**src/rtl/npu_pkg.sv**
```systemverilog
// Shared NPU definitions: systolic-array opcodes, sequencer state encoding,
// the registered control bundle driven by the sequencer, and small helpers.
package npu_pkg;

    typedef enum logic [2:0] {
        OP_NOP     = 3'd0,
        OP_LOAD_W  = 3'd1,
        OP_MAC_CLR = 3'd2,
        OP_MAC_ACC = 3'd3,
        OP_DRAIN   = 3'd4
    } op_e;

    typedef enum logic [2:0] {
        S_IDLE    = 3'd0,
        S_LOAD_W  = 3'd1,
        S_COMPUTE = 3'd2,
        S_DRAIN   = 3'd3,
        S_WRITE   = 3'd4,
        S_DONE    = 3'd5
    } state_e;

    typedef struct packed {
        logic busy;
        logic done;
        logic a_buf_on;
        logic w_buf_on;
        logic mode;
        logic o_on;
        op_e  op;
    } ctl_t;

    function automatic int unsigned ceil_div(input int unsigned num, input int unsigned den);
        return (num + den - 1) / den;
    endfunction

    // Control outputs that belong to a state; COMPUTE clears accumulators on the first K-tile.
    function automatic ctl_t ctl_for(input state_e s, input logic kt_zero);
        ctl_t c;
        c    = '0;
        c.op = OP_NOP;
        case (s)
            S_LOAD_W: begin
                c.busy     = 1'b1;
                c.w_buf_on = 1'b1;
                c.mode     = 1'b1;
                c.op       = OP_LOAD_W;
            end
            S_COMPUTE: begin
                c.busy     = 1'b1;
                c.a_buf_on = 1'b1;
                c.op       = kt_zero ? OP_MAC_CLR : OP_MAC_ACC;
            end
            S_DRAIN: begin
                c.busy = 1'b1;
                c.op   = OP_DRAIN;
            end
            S_WRITE: begin
                c.busy = 1'b1;
                c.o_on = 1'b1;
            end
            S_DONE: begin
                c.busy = 1'b1;
                c.done = 1'b1;
            end
            default: ;
        endcase
        return c;
    endfunction

endpackage

```
**src/rtl/tile_counter.sv**
```systemverilog
// Nested K-tile (kt, inner) / N-tile (nt, outer) counters with last-tile flags.
// Ports: i_clear loads tile totals and zeroes both counters; i_step_k advances kt;
// i_step_n zeroes kt and advances nt. o_*_nxt are the values after this cycle's edge.
module tile_counter #(
    parameter int unsigned DIM_WIDTH = 16
) (
    input  logic                 clk,
    input  logic                 reset,
    input  logic                 i_clear,
    input  logic                 i_step_k,
    input  logic                 i_step_n,
    input  logic [DIM_WIDTH-1:0] i_kt_total,
    input  logic [DIM_WIDTH-1:0] i_nt_total,
    output logic [DIM_WIDTH-1:0] o_kt,
    output logic [DIM_WIDTH-1:0] o_kt_nxt,
    output logic [DIM_WIDTH-1:0] o_nt_nxt,
    output logic [DIM_WIDTH-1:0] o_kt_total,
    output logic                 o_k_last,
    output logic                 o_n_last
);

    logic [DIM_WIDTH-1:0] r_kt, r_nt, r_kt_total, r_nt_total;
    logic [DIM_WIDTH-1:0] w_kt_nxt, w_nt_nxt;

    always_comb begin
        w_kt_nxt = r_kt;
        w_nt_nxt = r_nt;
        if (i_clear) begin
            w_kt_nxt = '0;
            w_nt_nxt = '0;
        end else if (i_step_k) begin
            w_kt_nxt = r_kt + DIM_WIDTH'(1);
        end else if (i_step_n) begin
            w_kt_nxt = '0;
            w_nt_nxt = r_nt + DIM_WIDTH'(1);
        end
    end

    always_ff @(posedge clk or posedge reset) begin
        if (reset) begin
            r_kt       <= '0;
            r_nt       <= '0;
            r_kt_total <= '0;
            r_nt_total <= '0;
        end else begin
            r_kt <= w_kt_nxt;
            r_nt <= w_nt_nxt;
            if (i_clear) begin
                r_kt_total <= i_kt_total;
                r_nt_total <= i_nt_total;
            end
        end
    end

    assign o_kt       = r_kt;
    assign o_kt_nxt   = w_kt_nxt;
    assign o_nt_nxt   = w_nt_nxt;
    assign o_kt_total = r_kt_total;
    assign o_k_last   = (r_kt == r_kt_total - DIM_WIDTH'(1));
    assign o_n_last   = (r_nt == r_nt_total - DIM_WIDTH'(1));

endmodule

```
**src/rtl/gemm_tile_sequencer.sv**
```systemverilog
// GEMM tile sequencer: walks N-tiles (outer) and K-tiles (inner), driving weight
// preload, MAC, drain and output-write phases of a systolic array.
// Ports: start/abort control, cfg_* job description (latched on start), buffer
// enables/addresses/tile sizes, systolic opcode, relu_en, busy/done/err status.
module gemm_tile_sequencer
    import npu_pkg::*;
#(
    parameter int unsigned ARRAY_N    = 16,
    parameter int unsigned ARRAY_M    = 16,
    parameter int unsigned ADDR_WIDTH = 10,
    parameter int unsigned DIM_WIDTH  = 16
) (
    input  logic                        clk,
    input  logic                        reset,
    input  logic                        start,
    input  logic                        abort,
    input  logic [DIM_WIDTH-1:0]        cfg_m,
    input  logic [DIM_WIDTH-1:0]        cfg_k,
    input  logic [DIM_WIDTH-1:0]        cfg_n,
    input  logic [ADDR_WIDTH-1:0]       cfg_a_base,
    input  logic [ADDR_WIDTH-1:0]       cfg_w_base,
    input  logic [ADDR_WIDTH-1:0]       cfg_o_base,
    input  logic                        cfg_relu,
    output logic                        a_buf_on,
    output logic [ADDR_WIDTH-1:0]       a_base_addr,
    output logic [$clog2(ARRAY_N):0]    a_num_rows,
    output logic                        w_buf_on,
    output logic                        mode,
    output logic [ADDR_WIDTH-1:0]       w_base_addr,
    output logic [$clog2(ARRAY_M):0]    w_num_cols,
    output logic [2:0]                  operation_signal,
    output logic                        o_ag_o_on,
    output logic [ADDR_WIDTH-1:0]       o_base_addr,
    output logic                        relu_en,
    output logic                        busy,
    output logic                        done,
    output logic                        err
);

    localparam int unsigned PW = 3 * DIM_WIDTH;
    localparam int unsigned RW = $clog2(ARRAY_N) + 1;
    localparam int unsigned CW = $clog2(ARRAY_M) + 1;

    state_e                r_state;
    ctl_t                  r_ctl;
    logic                  r_err, r_relu;
    logic [DIM_WIDTH-1:0]  r_m, r_k, r_n, r_cnt;
    logic [ADDR_WIDTH-1:0] r_a_base, r_w_base, r_o_base;
    logic [ADDR_WIDTH-1:0] r_a_addr, r_w_addr, r_o_addr;
    logic [RW-1:0]         r_rows;
    logic [CW-1:0]         r_cols;

    logic                  w_idle, w_start, w_dims_zero, w_cnt_zero;
    logic                  w_step_k, w_step_n, w_load_addr, w_k_last, w_n_last;
    logic [DIM_WIDTH-1:0]  w_kt, w_kt_nxt, w_nt_nxt, w_kt_total_q;
    logic [DIM_WIDTH-1:0]  w_kt_total_in, w_nt_total_in, w_kt_total;
    logic [DIM_WIDTH-1:0]  w_sel_m, w_sel_k, w_sel_n;
    logic [ADDR_WIDTH-1:0] w_sel_a, w_sel_w, w_sel_o;
    logic [PW-1:0]         w_k_rem, w_n_rem;

    assign w_idle      = (r_state == S_IDLE);
    assign w_start     = w_idle && start && !abort;
    assign w_dims_zero = (cfg_m == '0) || (cfg_k == '0) || (cfg_n == '0);
    assign w_cnt_zero  = (r_cnt == '0);
    assign w_step_k    = (r_state == S_DRAIN) && w_cnt_zero && !w_k_last && !abort;
    assign w_step_n    = (r_state == S_WRITE) && w_cnt_zero && !w_n_last && !abort;
    assign w_load_addr = (w_start && !w_dims_zero) || w_step_k || w_step_n;

    assign w_kt_total_in = DIM_WIDTH'(ceil_div(32'(cfg_k), ARRAY_N));
    assign w_nt_total_in = DIM_WIDTH'(ceil_div(32'(cfg_n), ARRAY_M));

    tile_counter #(.DIM_WIDTH(DIM_WIDTH)) u_tile_counter (
        .clk        (clk),
        .reset      (reset),
        .i_clear    (w_start),
        .i_step_k   (w_step_k),
        .i_step_n   (w_step_n),
        .i_kt_total (w_kt_total_in),
        .i_nt_total (w_nt_total_in),
        .o_kt       (w_kt),
        .o_kt_nxt   (w_kt_nxt),
        .o_nt_nxt   (w_nt_nxt),
        .o_kt_total (w_kt_total_q),
        .o_k_last   (w_k_last),
        .o_n_last   (w_n_last)
    );

    // On the start cycle the job parameters are not latched yet, so use the live inputs.
    assign w_sel_m    = w_idle ? cfg_m         : r_m;
    assign w_sel_k    = w_idle ? cfg_k         : r_k;
    assign w_sel_n    = w_idle ? cfg_n         : r_n;
    assign w_sel_a    = w_idle ? cfg_a_base    : r_a_base;
    assign w_sel_w    = w_idle ? cfg_w_base    : r_w_base;
    assign w_sel_o    = w_idle ? cfg_o_base    : r_o_base;
    assign w_kt_total = w_idle ? w_kt_total_in : w_kt_total_q;

    assign w_k_rem = PW'(w_sel_k) - PW'(w_kt_nxt) * PW'(ARRAY_N);
    assign w_n_rem = PW'(w_sel_n) - PW'(w_nt_nxt) * PW'(ARRAY_M);

    // Tile descriptors for the tile being entered; full-width math, wrap only at the output.
    always_ff @(posedge clk or posedge reset) begin
        if (reset) begin
            r_m      <= '0;
            r_k      <= '0;
            r_n      <= '0;
            r_a_base <= '0;
            r_w_base <= '0;
            r_o_base <= '0;
            r_relu   <= 1'b0;
            r_a_addr <= '0;
            r_w_addr <= '0;
            r_o_addr <= '0;
            r_rows   <= '0;
            r_cols   <= '0;
        end else begin
            if (w_start) begin
                r_m      <= cfg_m;
                r_k      <= cfg_k;
                r_n      <= cfg_n;
                r_a_base <= cfg_a_base;
                r_w_base <= cfg_w_base;
                r_o_base <= cfg_o_base;
                r_relu   <= cfg_relu;
            end
            if (w_load_addr) begin
                r_a_addr <= ADDR_WIDTH'(PW'(w_sel_a) + PW'(w_kt_nxt) * PW'(w_sel_m));
                r_w_addr <= ADDR_WIDTH'(PW'(w_sel_w) +
                            (PW'(w_nt_nxt) * PW'(w_kt_total) + PW'(w_kt_nxt)) * PW'(ARRAY_N));
                r_o_addr <= ADDR_WIDTH'(PW'(w_sel_o) + PW'(w_nt_nxt) * PW'(w_sel_m));
                r_rows   <= (w_k_rem >= PW'(ARRAY_N)) ? RW'(ARRAY_N) : RW'(w_k_rem);
                r_cols   <= (w_n_rem >= PW'(ARRAY_M)) ? CW'(ARRAY_M) : CW'(w_n_rem);
            end
        end
    end

    // Phase sequencing; r_cnt counts down the cycles remaining in the current phase.
    always_ff @(posedge clk or posedge reset) begin
        if (reset) begin
            r_state <= S_IDLE;
            r_ctl   <= ctl_for(S_IDLE, 1'b0);
            r_cnt   <= '0;
            r_err   <= 1'b0;
        end else if (!w_idle && abort) begin
            r_state <= S_IDLE;
            r_ctl   <= ctl_for(S_IDLE, 1'b0);
        end else begin
            r_cnt <= r_cnt - DIM_WIDTH'(1);
            case (r_state)
                S_IDLE: begin
                    r_cnt <= r_cnt;
                    if (w_start) begin
                        if (w_dims_zero) begin
                            r_state <= S_DONE;
                            r_ctl   <= ctl_for(S_DONE, 1'b0);
                            r_err   <= 1'b1;
                        end else begin
                            r_state <= S_LOAD_W;
                            r_ctl   <= ctl_for(S_LOAD_W, 1'b0);
                            r_cnt   <= DIM_WIDTH'(ARRAY_N - 1);
                            r_err   <= 1'b0;
                        end
                    end
                end
                S_LOAD_W: if (w_cnt_zero) begin
                    r_state <= S_COMPUTE;
                    r_ctl   <= ctl_for(S_COMPUTE, w_kt == '0);
                    r_cnt   <= r_m - DIM_WIDTH'(1);
                end
                S_COMPUTE: if (w_cnt_zero) begin
                    r_state <= S_DRAIN;
                    r_ctl   <= ctl_for(S_DRAIN, 1'b0);
                    r_cnt   <= DIM_WIDTH'(ARRAY_N + ARRAY_M - 2);
                end
                S_DRAIN: if (w_cnt_zero) begin
                    if (w_k_last) begin
                        r_state <= S_WRITE;
                        r_ctl   <= ctl_for(S_WRITE, 1'b0);
                        r_cnt   <= r_m - DIM_WIDTH'(1);
                    end else begin
                        r_state <= S_LOAD_W;
                        r_ctl   <= ctl_for(S_LOAD_W, 1'b0);
                        r_cnt   <= DIM_WIDTH'(ARRAY_N - 1);
                    end
                end
                S_WRITE: if (w_cnt_zero) begin
                    if (w_n_last) begin
                        r_state <= S_DONE;
                        r_ctl   <= ctl_for(S_DONE, 1'b0);
                    end else begin
                        r_state <= S_LOAD_W;
                        r_ctl   <= ctl_for(S_LOAD_W, 1'b0);
                        r_cnt   <= DIM_WIDTH'(ARRAY_N - 1);
                    end
                end
                default: begin
                    r_state <= S_IDLE;
                    r_ctl   <= ctl_for(S_IDLE, 1'b0);
                end
            endcase
        end
    end

    assign a_buf_on         = r_ctl.a_buf_on;
    assign w_buf_on         = r_ctl.w_buf_on;
    assign mode             = r_ctl.mode;
    assign o_ag_o_on        = r_ctl.o_on;
    assign operation_signal = r_ctl.op;
    assign busy             = r_ctl.busy;
    assign done             = r_ctl.done;
    assign err              = r_err;
    assign relu_en          = r_relu;
    assign a_base_addr      = r_a_addr;
    assign w_base_addr      = r_w_addr;
    assign o_base_addr      = r_o_addr;
    assign a_num_rows       = r_rows;
    assign w_num_cols       = r_cols;

endmodule

```
**config.mk**
```make
export PLATFORM = sky130hd
export DESIGN_NAME = gemm_tile_sequencer
export DESIGN_NICKNAME = d
export VERILOG_FILES = /design/src/rtl/npu_pkg.sv /design/src/rtl/tile_counter.sv /design/src/rtl/gemm_tile_sequencer.sv
export SDC_FILE = /design/constraint.sdc
export NUM_CORES = 1
export LEC_CHECK = 0
export CORE_UTILIZATION = 66
export DETAILED_ROUTE_END_ITERATION = 10
export DONT_BUFFER_PORTS = 1
export PLACE_DENSITY = 0.9
export SYNTH_ARGS = -nofsm -noshare
export SYNTH_HDL_FRONTEND = slang
export SYNTH_SLANG_ARGS = --single-unit
```
**constraint.sdc**
```tcl
create_clock -name clk -period 11.3 [get_ports clk]
set_input_delay 3.39 -clock clk [delete_from_list [all_inputs] [get_ports clk]]
set_output_delay 3.39 -clock clk [all_outputs]
set_load 0.01 [all_outputs]
```
==> results of run 1 <==
[cell usage in the layout, fill, tap and decap left out, types with 9 or more instances in the layout]
master / netlist / layout
nor3_1: 38 / 37
a21oi_1: 66 / 66
o31ai_1: 11 / 11
nor2_1: 136 / 134
or3_1: 15 / 13
nand4_1: 21 / 21
buf_4: 6 / 17
nand2b_1: 14 / 14
o211ai_1: 9 / 9
or4_1: 12 / 12
nor2b_1: 14 / 14
mux2_2: 11 / 11
and2_1: 11 / 11
clkbuf_16: 0 / 24
nand3_1: 34 / 34
xnor2_1: 98 / 98
ha_1: 103 / 103
o21ai_0: 121 / 120
fa_1: 69 / 69
or2_2: 10 / 10
nor4_1: 28 / 28
xor2_1: 54 / 54
nand2_1: 546 / 546
a21o_1: 16 / 16
mux2i_1: 45 / 45
dfrtp_1: 204 / 204
inv_1: 172 / 171
and3_1: 14 / 14
[worst reg2reg max path: cells and delay by family (launching register included)]
family / cells / cell delay [ns]
adders and majority gates: 7 / 3.17
xor gates and xnor gates: 6 / 1.24
AOI/OAI and AO/OA: 5 / 0.98
buffers and inverters: 4 / 0.32
DFF: 1 / 0.46
and+or+nand+nor: 7 / 2.63
[per-layer routing]
metal | up-vias | wire (um)
met1 | 7329 | 18400
met5 | - | 0
met3 | 178 | 4700
met4 | 0 | 2420
met2 | 860 | 22400
li1 | 6895 | -
[through the flow]
stage	util, %	cells
global route	71.0	2397
global placement	67.9	2355
floorplan	-	2106
detailed placement	67.9	2355
finish	71.0	2397
CTS	71.0	2397
[state kept, by name, summed over array words and instances (netlist names)]
register                   cells
r_a_base                      10
a_base_addr                   10
r_w_base                      10
r_state                        3
u_tile_counter.r_nt_total     13
busy                           1
operation_signal               3
w_num_cols                     5
o_base_addr                   10
w_base_addr                   10
w_buf_on                       1
r_o_base                      10
a_num_rows                     5
relu_en                        1
u_tile_counter.r_nt           16
u_tile_counter.o_kt_total     13
err                            1
u_tile_counter.o_kt           16
r_n                           16
o_ag_o_on                      1
done                           1
r_k                           16
r_m                           16
r_cnt                         16
[worst paths after layout]
path                                                           from  slack (ns)                    endpoint
setup / recovery                                              start        1.77  a_base_addr[9]$_DFFE_PP0P_
max in group asynchronous                                     reset        6.96   w_num_cols[2]$_DFFE_PP0P_
setup reg to reg           u_tile_counter.o_kt_total[0]$_DFFE_PP0P_        2.37  a_base_addr[9]$_DFFE_PP0P_
hold / removal                              r_a_base[9]$_DFFE_PP0P_        0.47     r_a_base[9]$_DFFE_PP0P_
min in group asynchronous                                     reset        2.85     r_a_base[7]$_DFFE_PP0P_
hold reg to reg                             r_a_base[9]$_DFFE_PP0P_        0.47     r_a_base[9]$_DFFE_PP0P_
[cells by family (layout without fill, tap and decap cells)]
kind of cell,count (synthesis),count (layout),synth area share (%)
AND/OR/NAND/NOR,922,922,23.8
AO/OA/AOI/OAI,320,320,12.0
buffers and inverters,273,234,6.65
flip-flops,204,204,29.9
adder cells (fa/ha/maj),173,173,15.7
XOR/XNOR,158,158,8.59
multiplexers,56,56,3.36
[area by class of cell]
type | count | area [um^2]
clock inverters | 12 | 128
inverters | 175 | 667
multi-input cells | 1629 | 10900
well taps | 330 | 413
repair buffers | 17 | 128
fillers | 1852 | 7340
flip-flops and latches | 204 | 5100
clock buffers | 30 | 663
[power by group]
group / switching [mW] / total [mW] / internal [mW] / leakage (nW)
Combinational: 0.996 / 1.59 / 0.594 / 5.49
Sequential: 0.264 / 1.22 / 0.959 / 2.62
Clock: 0.329 / 0.791 / 0.462 / 0.399
==> flow_summary.json, run 1 <==
{
  "crit_buf_inv": 5,
  "r2r_cells": 29,
  "cap_violations": 0,
  "clk_pin_slew_ns": 0.06,
  "finalCritPeriodShare_pct": 84.3,
  "synth_top_area_share_pct": 29.9,
  "grt_overflow": 0,
  "synthCells": 2106,
  "status": "complete, no violations",
  "area_delta_synth_final_pct": 5.26,
  "synth_ff_type": "dfrtp_1",
  "numCtsBuffers": 24,
  "dieWidth_um": 163,
  "async_flop_share_pct": 100,
  "busiest_layer": "met2",
  "tightest_slew_ns": 1.02,
  "fin_tns_setup_ns": 0,
  "whs_path_depth": 2,
  "dieArea_um2": 26500,
  "rsz0062_at_grt": "no",
  "use_met2_pct": 59.7,
  "synth_edf_count": 0,
  "grt_max_degree": 132,
  "ys_top_cells_by_count": "nand2_1 (546), dfrtp_1 (204), inv_1 (172)",
  "yosysWarnings": 0,
  "dpl_worst_slack_ns": 1.29,
  "yosysSeqAreaShare_pct": 29.9,
  "coreArea_um2": 25300,
  "min_path_type": "reg2reg",
  "crit_path_frequent_cell": "fa_1",
  "drt-initial-drc-count": 1599,
  "antennaDiodeCount": 0,
  "antenna_left": 0,
  "ys_ff_latch": 204,
  "postSynthNetCount": 2361,
  "cpMaxStageDelayCell": "or4_1",
  "cp_slowest_stage_delay_ns": 0.56,
  "num_rows": 58,
  "hold_viol": 0,
  "io_pins": 134,
  "antenna_found_initial": 0,
  "grt_pass1_vias": 15200,
  "port_buffers": 0,
  "clockRootBuffer": "clkbuf_16",
  "grtUsageTotal_pct": 36.9,
  "total_power_mw": 3.60,
  "cp-end-kind": "flip-flop",
  "finalCriticalPeriod_ns": 9.53,
  "grt_use_met3_pct": 8.33,
  "cp.depth": 26,
  "synth_area_leaders": "dfrtp_1 (30%), nand2_1 (12%), fa_1 (8.1%)",
  "crit_family": "adder cells",
  "tritoncts": "done",
  "fmax_mhz": 105,
  "clock_sinks": 204,
  "initial_utilization_pct": 67.5,
  "postLayoutCellArea_um2": 18000,
  "wl_um": 48000,
  "post_cts_buffers": 0,
  "grtUsageMet1_pct": 46.5,
  "yosysMostFrequentCell": "nand2_1",
  "fin_worst_skew_ns": 0.0290,
  "critical_path_peak_fanout": 8,
  "clkLatencyLatePin_ns": 0.55,
  "crit_required_ns": 11.70,
  "hold_buffers": 0,
  "finalMaxSlewViolations": 0,
  "finalSetupViolations": 0,
  "dr.pass1.iters": 5,
  "power_density_nw_per_um2": 200,
  "yosysUniqueCellTypes": 95,
  "post-dp-hpwl_um": 34600,
  "vias": 15300,
  "grt_pass1_wl_um": 77500,
  "worstSetupPathType": "in2reg",
  "drcViolationCount": 0,
  "syn-cell-area_um2": 17100,
  "start_kind": "input port",
  "slew_headroom_pct": 30.0,
  "place_area_um2": 17200,
  "die-height_um": 163,
  "synth_top_area_cell": "dfrtp_1",
  "wire_per_inst_um": 20.0,
  "fin_worst_hold_slack_ns": 0.474,
  "avgSynthCellArea_um2": 8.12,
  "fin_ws_ns": 1.77,
  "ir_worst_vdd_v": 0.000148,
  "drive_above_1_share_pct": 5.32,
  "cts_resized": 0,
  "gp_routability_congestion": 0.972,
  "via_per_inst": 6.37,
  "layout.nets": 2306,
  "h-tree-depth": 1,
  "p_leak_nw": 8.50,
  "cp.arrival_ns": 9.93,
  "clockBufferDepth": 3
}
(Power assumes the default switching activity.)
==> inputs of run 2 (changes only) <==
- CORE_UTILIZATION: 66 -> 59
- PLACE_DENSITY: 0.9 -> 0.86
- clock period: 11.3 -> 8.2 ns (I/O delays scaled with it)
==> flow_summary.json, run 2 (synthesized netlist as in run 1, its figures left out) <==
{
  "status": "complete, no violations",
  "grt_overflow": 0,
  "clockRootBuffer": "clkbuf_16",
  "cpMaxStageDelayCell": "or4b_2",
  "initial_utilization_pct": 60.7,
  "cp_slowest_stage_delay_ns": 0.69,
  "tightest_slew_ns": 1.11,
  "dieArea_um2": 29700,
  "cap_violations": 0,
  "clock_sinks": 204,
  "finalCriticalPeriod_ns": 7.84,
  "finalCritPeriodShare_pct": 95.6,
  "ir_worst_vdd_v": 0.000212,
  "fin_worst_skew_ns": 0.0236,
  "gp_routability_congestion": 0.963,
  "wire_per_inst_um": 19.3,
  "dr.pass1.iters": 8,
  "grt_pass1_wl_um": 77600,
  "finalMaxSlewViolations": 0,
  "crit_path_frequent_cell": "xnor2_1",
  "via_per_inst": 6.06,
  "fmax_mhz": 128,
  "fillers": 2208,
  "cp-end-kind": "flip-flop",
  "start_kind": "flip-flop",
  "slew_headroom_pct": 25.1,
  "grt_pass1_vias": 15200,
  "postLayoutCellArea_um2": 18800,
  "clockBufferDepth": 3,
  "area_delta_synth_final_pct": 9.82,
  "hp-start": "r_a_base[4]$_DFFE_PP0P_",
  "cp.arrival_ns": 8.23,
  "whs_path_depth": 2,
  "place_area_um2": 17800,
  "layout_common_cells": "nand2_1 (545), dfrtp_1 (204), inv_1 (171)",
  "final_common_cell": "nand2_1",
  "drive_above_1_share_pct": 9.15,
  "worstSetupPathType": "reg2reg",
  "io_pins": 134,
  "dieWidth_um": 172,
  "num_rows": 61,
  "layout.nets": 2367,
  "crit_family": "adder cells",
  "tritoncts": "done",
  "vias": 15200,
  "min_path_type": "reg2reg",
  "antenna_left": 0,
  "rr_startpoint": "u_tile_counter.o_kt_total[1]$_DFFE_PP0P_",
  "finalSetupViolations": 0,
  "fin_worst_hold_slack_ns": 0.476,
  "die-height_um": 172,
  "p_leak_nw": 8.85,
  "worstReg2RegEnd": "a_base_addr[9]$_DFFE_PP0P_",
  "wl_um": 48500,
  "port_buffers": 0,
  "antenna_found_initial": 0,
  "numCtsBuffers": 24,
  "holdPathEnd": "r_a_base[4]$_DFFE_PP0P_",
  "crit_buf_inv": 6,
  "antennaDiodeCount": 0,
  "grtUsageTotal_pct": 33.3,
  "coreArea_um2": 28200,
  "clkLatencyLatePin_ns": 0.54,
  "crit_required_ns": 8.59,
  "setup.worst_path.start": "u_tile_counter.o_kt_total[1]$_DFFE_PP0P_",
  "r2r_cells": 30,
  "post-dp-hpwl_um": 35800,
  "hold_viol": 0,
  "regToRegSetupSlack_ns": 0.36,
  "grt_max_degree": 136,
  "drt-initial-drc-count": 1443,
  "critical_path_peak_fanout": 6,
  "power_density_nw_per_um2": 276,
  "drcViolationCount": 0,
  "clk_pin_slew_ns": 0.06,
  "h-tree-depth": 1
}
-- run 2: cell count changes in the layout (fill, tap and decap cells not counted), moves of 2 or more --
cell	before	now
buf_4	17	77
clkinv_2	8	2
clkinvlp_4	0	4
bufinv_16	2	4
clkbuf_8	4	6
ha_1	103	101
o21a_1	5	3
or4_1	12	10
or4_4	1	3
-- run 2: what timing repair did --
item                       CTS  global route
resized for setup            0            23
setup endpoints to repair    0             3
hold buffers                 0             0
setup buffers                0             0
-- run 2: worst max-delay path by stage --
| stage | to | cells past startpoint | slack (ns) |
|---|---|---|---|
| floorplan | a_base_addr[9]$_DFFE_PP0P_ | 25 | 0.006 |
| global placement | a_base_addr[9]$_DFFE_PP0P_ | 25 | -0.09 |
| detailed placement | a_base_addr[9]$_DFFE_PP0P_ | 25 | -0.12 |
| CTS | a_base_addr[9]$_DFFE_PP0P_ | 30 | 0.18 |
| global route | o_base_addr[9]$_DFFE_PP0P_ | 29 | -0.02 |
| finish | a_base_addr[9]$_DFFE_PP0P_ | 30 | 0.36 |
-- run 2: where the power goes --
group          switching, mW  internal, mW  total (mW)
Combinational           1.42         0.886        2.31
Sequential             0.351          1.32        1.67
Clock                  0.459         0.739        1.20
-- run 2: stage by stage --
| stage | setup TNS (ns) | std cells | worst slack [ns] | utilization (%) | total power [mW] |
|---|---|---|---|---|---|
| floorplan | 0 | 2106 | 0.00556 | - | 3.27 |
| global placement | -0.0917 | 2464 | -0.0917 | 63.1 | 3.77 |
| detailed placement | -0.125 | 2464 | -0.122 | 63.1 | 3.87 |
| CTS | 0 | 2508 | 0.183 | 66.3 | 5.10 |
| global route | -0.0300 | 2508 | -0.0167 | 66.7 | 5.50 |
| finish | 0 | 2508 | 0.364 | 66.7 | 5.18 |
-- run 2: worst reg2reg max path: cells and delay by family (launching register included) --
kind / cells / cell delay (ns)
compound gates: 5 / 0.63
xor+xnor: 6 / 1.06
fa+ha+maj: 7 / 2.75
buf+inv: 6 / 0.72
flops: 1 / 0.48
mux: 1 / 0.34
simple gates: 5 / 1.73
-- run 2: final cells by class --
class / count / area (um^2) / share of cell area (%)
Clock buffer: 32 / 712 / 3.79
Tap cell: 378 / 473 / 2.52
Clock inverter: 12 / 180 / 0.960
Sequential cell: 204 / 5100 / 27.2
Timing Repair Buffer: 78 / 598 / 3.19
Inverter: 175 / 667 / 3.55
Multi-Input combinational cell: 1629 / 11000 / 58.8
-- run 2: layer usage --
layer	track usage, %	part of all wire, %	wire [um]	vias up
met5	0	0	0	-
met4	13.9	4.5	2180	0
met3	6.82	9.2	4450	161
met2	53.6	46	22500	745
met1	43.7	40	19400	7282
li1	-	-	-	7017
